$ cat src/rtl/step_peek_pkg.sv
// rtl/step_peek_pkg.sv - shared types and constants for the step/peek front panel
package step_peek_pkg;

  localparam int DATA_W = 10;
  localparam int ADDR_W = 3;
  localparam int SEG_W  = 8;
  localparam int TMR_W  = 32;

  typedef enum logic [1:0] {
    IDLE,
    STEP,
    PEEK_REQ,
    PEEK_SHOW
  } state_t;

  // Active-low segments, bit 7 is DP (kept dark)
  localparam logic [SEG_W-1:0] SEG_BLANK = 8'hFF;
  localparam logic [SEG_W-1:0] SEG_P     = 8'h8C;
  localparam logic [SEG_W-1:0] SEG_E     = 8'h86;

endpackage

$ cat src/rtl/step_peek_ctrl_hex7seg.sv
// rtl/step_peek_ctrl_hex7seg.sv - nibble to active-low seven-segment pattern, DP off
module hex7seg
  import step_peek_pkg::*;
(
  input  logic [3:0]       nibble,
  output logic [SEG_W-1:0] seg
);

  always_comb begin
    seg = SEG_BLANK;
    case (nibble)
      4'h0: seg = 8'hC0;
      4'h1: seg = 8'hF9;
      4'h2: seg = 8'hA4;
      4'h3: seg = 8'hB0;
      4'h4: seg = 8'h99;
      4'h5: seg = 8'h92;
      4'h6: seg = 8'h82;
      4'h7: seg = 8'hF8;
      4'h8: seg = 8'h80;
      4'h9: seg = 8'h90;
      4'hA: seg = 8'h88;
      4'hB: seg = 8'h83;
      4'hC: seg = 8'hC6;
      4'hD: seg = 8'hA1;
      4'hE: seg = 8'h86;
      4'hF: seg = 8'h8E;
      default: seg = SEG_BLANK;
    endcase
  end

endmodule

$ cat src/rtl/step_peek_ctrl.sv
// rtl/step_peek_ctrl.sv - step/peek key controller with register peek display
// STEP_COUNT_EN: LED_B shows a wrapping step counter instead of mirroring Data_in.
module step_peek_ctrl
  import step_peek_pkg::*;
#(
  parameter int PEEK_HOLD   = 150_000_000,
  parameter int ACK_TIMEOUT = 16
) (
  input  logic              CLK,
  input  logic              RSTb,
  input  logic              CLK_clean,
  input  logic              PK_clean,
  input  logic [DATA_W-1:0] Data_in,
  input  logic [DATA_W-1:0] peek_data,
  input  logic              peek_ack,
  output logic              step,
  output logic              peek_req,
  output logic [ADDR_W-1:0] peek_addr,
  output logic [DATA_W-1:0] LED_B,
  output logic [SEG_W-1:0]  HEX0,
  output logic [SEG_W-1:0]  HEX1,
  output logic [SEG_W-1:0]  HEX2,
  output logic [SEG_W-1:0]  HEX3,
  output logic [SEG_W-1:0]  HEX4,
  output logic [SEG_W-1:0]  HEX5
);

  localparam logic [TMR_W-1:0] ACK_LAST  = TMR_W'(ACK_TIMEOUT - 1);
  localparam logic [TMR_W-1:0] HOLD_LAST = TMR_W'(PEEK_HOLD - 1);

  state_t              state, state_d;
  logic [TMR_W-1:0]    tmr, tmr_d;
  logic                step_pend, step_pend_d;
  logic                peek_pend, peek_pend_d;
  logic [ADDR_W-1:0]   addr_q, addr_d;
  logic [DATA_W-1:0]   val, val_d;
  logic                err, err_d;
  logic                step_key_q, peek_key_q;
  logic                step_ev, peek_ev;

  assign step_ev   = step_key_q & ~CLK_clean;
  assign peek_ev   = peek_key_q & ~PK_clean;
  assign step      = (state == STEP);
  assign peek_req  = (state == PEEK_REQ);
  assign peek_addr = addr_q;

  always_ff @(posedge CLK) begin
    if (!RSTb) begin
      state      <= IDLE;
      tmr        <= '0;
      step_pend  <= 1'b0;
      peek_pend  <= 1'b0;
      addr_q     <= '0;
      val        <= '0;
      err        <= 1'b0;
      step_key_q <= 1'b1;
      peek_key_q <= 1'b1;
    end else begin
      state      <= state_d;
      tmr        <= tmr_d;
      step_pend  <= step_pend_d;
      peek_pend  <= peek_pend_d;
      addr_q     <= addr_d;
      val        <= val_d;
      err        <= err_d;
      step_key_q <= CLK_clean;
      peek_key_q <= PK_clean;
    end
  end

  // One timer serves both the ack wait and the display hold; it restarts on each entry.
  always_comb begin
    state_d     = state;
    tmr_d       = tmr;
    step_pend_d = step_pend;
    peek_pend_d = peek_pend;
    addr_d      = addr_q;
    val_d       = val;
    err_d       = err;
    case (state)
      IDLE: begin
        if (step_ev || step_pend) begin
          state_d     = STEP;
          step_pend_d = 1'b0;
          if (peek_ev) peek_pend_d = 1'b1;
        end else if (peek_ev || peek_pend) begin
          state_d     = PEEK_REQ;
          addr_d      = Data_in[ADDR_W-1:0];
          peek_pend_d = 1'b0;
          tmr_d       = '0;
        end
      end
      STEP: begin
        state_d = IDLE;
        if (step_ev) step_pend_d = 1'b1;
        if (peek_ev) peek_pend_d = 1'b1;
      end
      PEEK_REQ: begin
        if (step_ev) step_pend_d = 1'b1;
        if (peek_ack) begin
          val_d   = peek_data;
          err_d   = 1'b0;
          state_d = PEEK_SHOW;
          tmr_d   = '0;
        end else if (tmr == ACK_LAST) begin
          val_d   = '1;
          err_d   = 1'b1;
          state_d = PEEK_SHOW;
          tmr_d   = '0;
        end else begin
          tmr_d = tmr + 1'b1;
        end
      end
      PEEK_SHOW: begin
        if (step_ev || step_pend) begin
          state_d     = STEP;
          step_pend_d = 1'b0;
          if (peek_ev) peek_pend_d = 1'b1;
        end else if (peek_ev) begin
          state_d = PEEK_REQ;
          addr_d  = Data_in[ADDR_W-1:0];
          tmr_d   = '0;
        end else if (tmr == HOLD_LAST) begin
          state_d = IDLE;
        end else begin
          tmr_d = tmr + 1'b1;
        end
      end
      default: state_d = IDLE;
    endcase
  end

  logic [DATA_W-1:0] disp;
  logic [SEG_W-1:0]  seg0, seg1, seg2, seg4;

  assign disp = (state == PEEK_SHOW) ? val : Data_in;

  hex7seg u_dig0 (.nibble(disp[3:0]),          .seg(seg0));
  hex7seg u_dig1 (.nibble(disp[7:4]),          .seg(seg1));
  hex7seg u_dig2 (.nibble({2'b00, disp[9:8]}), .seg(seg2));
  hex7seg u_dig4 (.nibble({1'b0, addr_q}),     .seg(seg4));

  always_ff @(posedge CLK) begin
    if (!RSTb) begin
      HEX0 <= SEG_BLANK;
      HEX1 <= SEG_BLANK;
      HEX2 <= SEG_BLANK;
      HEX3 <= SEG_BLANK;
      HEX4 <= SEG_BLANK;
      HEX5 <= SEG_BLANK;
    end else begin
      case (state)
        IDLE, STEP: begin
          HEX0 <= seg0;
          HEX1 <= seg1;
          HEX2 <= seg2;
          HEX3 <= SEG_BLANK;
          HEX4 <= SEG_BLANK;
          HEX5 <= SEG_BLANK;
        end
        PEEK_SHOW: begin
          HEX0 <= seg0;
          HEX1 <= seg1;
          HEX2 <= seg2;
          HEX3 <= SEG_BLANK;
          HEX4 <= seg4;
          HEX5 <= err ? SEG_E : SEG_P;
        end
        default: ;
      endcase
    end
  end

`ifdef STEP_COUNT_EN
  logic [DATA_W-1:0] step_cnt;

  always_ff @(posedge CLK) begin
    if (!RSTb) step_cnt <= '0;
    else if (state == STEP) step_cnt <= step_cnt + 1'b1;
  end

  assign LED_B = step_cnt;
`else
  logic [DATA_W-1:0] led_q;

  always_ff @(posedge CLK) begin
    if (!RSTb) led_q <= '0;
    else led_q <= Data_in;
  end

  assign LED_B = led_q;
`endif

endmodule

$ cat config.mk
export PLATFORM = sky130hd
export DESIGN_NAME = step_peek_ctrl
export DESIGN_NICKNAME = d
export VERILOG_FILES = /design/src/rtl/step_peek_pkg.sv /design/src/rtl/step_peek_ctrl_hex7seg.sv /design/src/rtl/step_peek_ctrl.sv
export SDC_FILE = /design/constraint.sdc
export NUM_CORES = 1
export LEC_CHECK = 0
export BUFFER_PORTS_ARGS = -buffer_cell sky130_fd_sc_hd__buf_2
export CORE_AREA = 2 2 112 136
export CTS_CLUSTER_DIAMETER = 80
export CTS_CLUSTER_SIZE = 30
export DETAILED_ROUTE_END_ITERATION = 8
export DIE_AREA = 0 0 114 138
export PLACE_DENSITY = 0.52
export SLEW_MARGIN = 30
export SYNTH_ARGS = -nofsm -noshare
export SYNTH_HDL_FRONTEND = slang
export SYNTH_SLANG_ARGS = --single-unit
$ cat constraint.sdc
create_clock -name CLK -period 3.5 [get_ports CLK]
set_input_delay 0 -clock CLK [delete_from_list [all_inputs] [get_ports CLK]]
set_output_delay 0 -clock CLK [all_outputs]
set_load 0.1 [all_outputs]
==> results.md <==
- Gate Count Post-Synth: 559
- Later-pin clock latency in the skew report: 360 ps
- Status: complete, no violations
- Placer Congestion: approximately 0.84
- Final layout net count: 694
- Tmin final: 2866 ps
- Fmax achieved: between 300 and 400 MHz
- Mapped Area: approximately 0.005 mm²
- Final WL: about 13000 µm
- Critical path class: flop to flop
- Switch share: 0.5027
- Cell Rows: just under 50
- Crit path max fanout: 14
- Total CTS buffers: 9
- Max VDD drop: 736.7 µV
- Pre-antenna DRT Iters: 5
- Vias per cell: approximately 5
- Leak: roughly 0.0023 µW
- Combinational share of power: 0.509
- Post-synth EDFFs: 0
- First-pass GRT wire length: between 20000 and 25000 µm
- Worst Hold Class: input port to flop
- Vias in the first global route: 4182
- Max-cap viol count: 0
- # IOs: approximately 90
- Clock buffer depth: 2
- Final setup viols: 0
- Placed instance count: 790
- Grt total ovfl: 0
- Sequential Power Share: 0.290
- Die Ht: 138 µm
- Port bufs: 73
- Top_reg_cell synth: dfxtp_1
- Post-DP HPWL: between 9000 and 10000 µm
- Commonest cells after routing, fill and taps aside: dfxtp_1, buf_2, nor2_1
- Clock power share: 0.200
- Measured slew at the worst slew-check pin: about 850 ps
- Most common cell after layout, fill and taps aside: dfxtp_1
- CTS Sinks: 99
- Die X: roughly 110 µm
- DRC: 0
- Routed Antenna Nets: 0
- Period utilisation layout: 0.8190
- Setup Buffers After CTS: 0
- Startpoint class of the critical path: flop
- Post-synth ARST share: 0
- Layout Cells excl Fill: 828
- Synth warn: 0
- Switching power: about 2500 µW
- Initial antenna violation count: 0
- Power Internal: 2485 µW
- Unrepaired setup endpoints after global routing: no
- Seq/Total Area, Yosys: 0.3983
- # fillers: 1492
- CTS tree: yes
- Reg clk slew, reported paths: 70 ps
- Drt first-iter violations: 164
- Routed vias: 4201
- Slew HR: 0.4266
- Area grow syn2layout: 19.69%
- Pins over their slew limit: 0
- Sum of negative setup slack: 0 ps
- Clk root buf: clkbuf_16
- Final Hold Vio Count: 0
- Core footprint: 0.01459 mm²
- Diodes inserted: 0
- Pwr dens: 839.1 mW/mm²
- Full die area: 0.01573 mm²
- Avg WL per Cell: 15.43 µm
- GRT Util Overall: 0.1694
- Critical path arrival: between 3000 and 4000 ps
- Worst Skew: between 9 and 10 ps
- H-tree depth: 3
- Synth Register Bits: 99
- Synth cell types: 64
- CP endpoint kind: flop
- Largest net degree at the start of global routing: 45
- Starting density of the core: 0.3410
- Layout cell share with drive strength beyond 1: 0.1923
- Synthesized area per cell: 8.902 µm²
- Worst Path Required: between 3000 and 4000 ps
## cells in the mapped netlist, drive strengths merged, types with 4 or more instances
library cell   n  area share
nor4b          4      0.0083
mux2           8       0.018
nor4          11       0.018
and2          14       0.018
clkbuf        16       0.012
mux2i         25       0.051
a21oi         15       0.015
and3           5      0.0063
nand2         50       0.038
xnor2         21       0.037
nand2b         6      0.0075
buf           28       0.040
o221ai         5      0.0088
o31ai          5       0.010
o21ai         33       0.033
ha            24       0.060
inv           22       0.017
nor2          59       0.045
nor3          19       0.019
nand4         12       0.016
nand3         14       0.014
dfxtp         99        0.40
or3           14       0.018
## critical path, cell delays in order (launching register included)
cell	delay (ps)
dfxtp_1	380
ha_1	620
mux2i_1	620
inv_1	140
ha_1	260
mux4_2	480
mux2i_1	170
nand2_1	70
## power by group through the flow
stage | Clock, µW | Sequential (µW) | Combinational [µW]
floorplan | 0 | 2280 | 1300
global placement | 0 | 1470 | 2510
detailed placement | 0 | 1480 | 2530
CTS | 1020 | 1450 | 2560
global route | 1070 | 1480 | 2730
finish | 1000 | 1450 | 2550
## kinds of logic after synthesis
kind of cell | count (synthesis) | synth area share
AOI/OAI and AO/OA | 90 | 0.1235
xor gates and xnor gates | 24 | 0.04224
adders and majority gates | 24 | 0.06035
buffers and inverters | 66 | 0.06864
DFF | 99 | 0.3983
muxes | 35 | 0.07820
other | 1 | 0.0007536
and+or+nand+nor | 220 | 0.2281
## worst paths after layout
path / from / end / slack [ps] / cells after the start
max: state[1] / HEX1[3] / 630 / 7
min: peek_data[7] / val[7] / 6 / 4
max reg2reg: state[1] / HEX1[3] / 630 / 7
min reg2reg: u_dig4.seg[2] / HEX4[2] / 450 / 2
## area by class of cell
class | count | area, µm² | area share
clock buffers | 12 | 266.5 | 0.04475
clock inverters | 4 | 32.53 | 0.005462
inverters | 22 | 82.58 | 0.01387
multi-input cells | 407 | 2701 | 0.4536
flip-flops and latches | 99 | 1982 | 0.3328
well taps | 178 | 222.7 | 0.03740
repair buffers | 106 | 668.1 | 0.1122
## metal layers
layer  wire (µm)  track usage
met5           0            0
met4         241      0.06354
met2        6660       0.2961
met3         518      0.03332
met1        5352       0.2035
## metrics by stage
step                hold slack, ps  worst slack, ps    util  cell area, µm²  power (µW)
global route                 62.06            380.9  0.4082            5956        5283
detailed placement           204.0            652.6  0.3726            5436        4008
CTS                          4.415            645.0  0.4082            5956        5035
global placement             202.7            814.7  0.3726            5436        3981
finish                       5.713            633.5  0.4082            5956        4998
floorplan                    99.02            786.8       -            5025        3582
## sequential cells by signal, summed over array words and instances, names as in the netlist, 2 cells and up
register / cells
LED_B: 10
val: 10
HEX4: 7
u_dig4.seg: 7
HEX5: 3
tmr: 32
state: 2
HEX1: 7
peek_addr: 3
HEX0: 7
HEX2: 6
## what timing repair did
action | 4_1_cts | 5_1_grt
resized for setup | 0 | 0
endpoints found under the setup margin | 0 | 0
hold endpoints to repair | 23 | 0
hold buffers | 22 | 0
(Power assumes the default switching activity.)
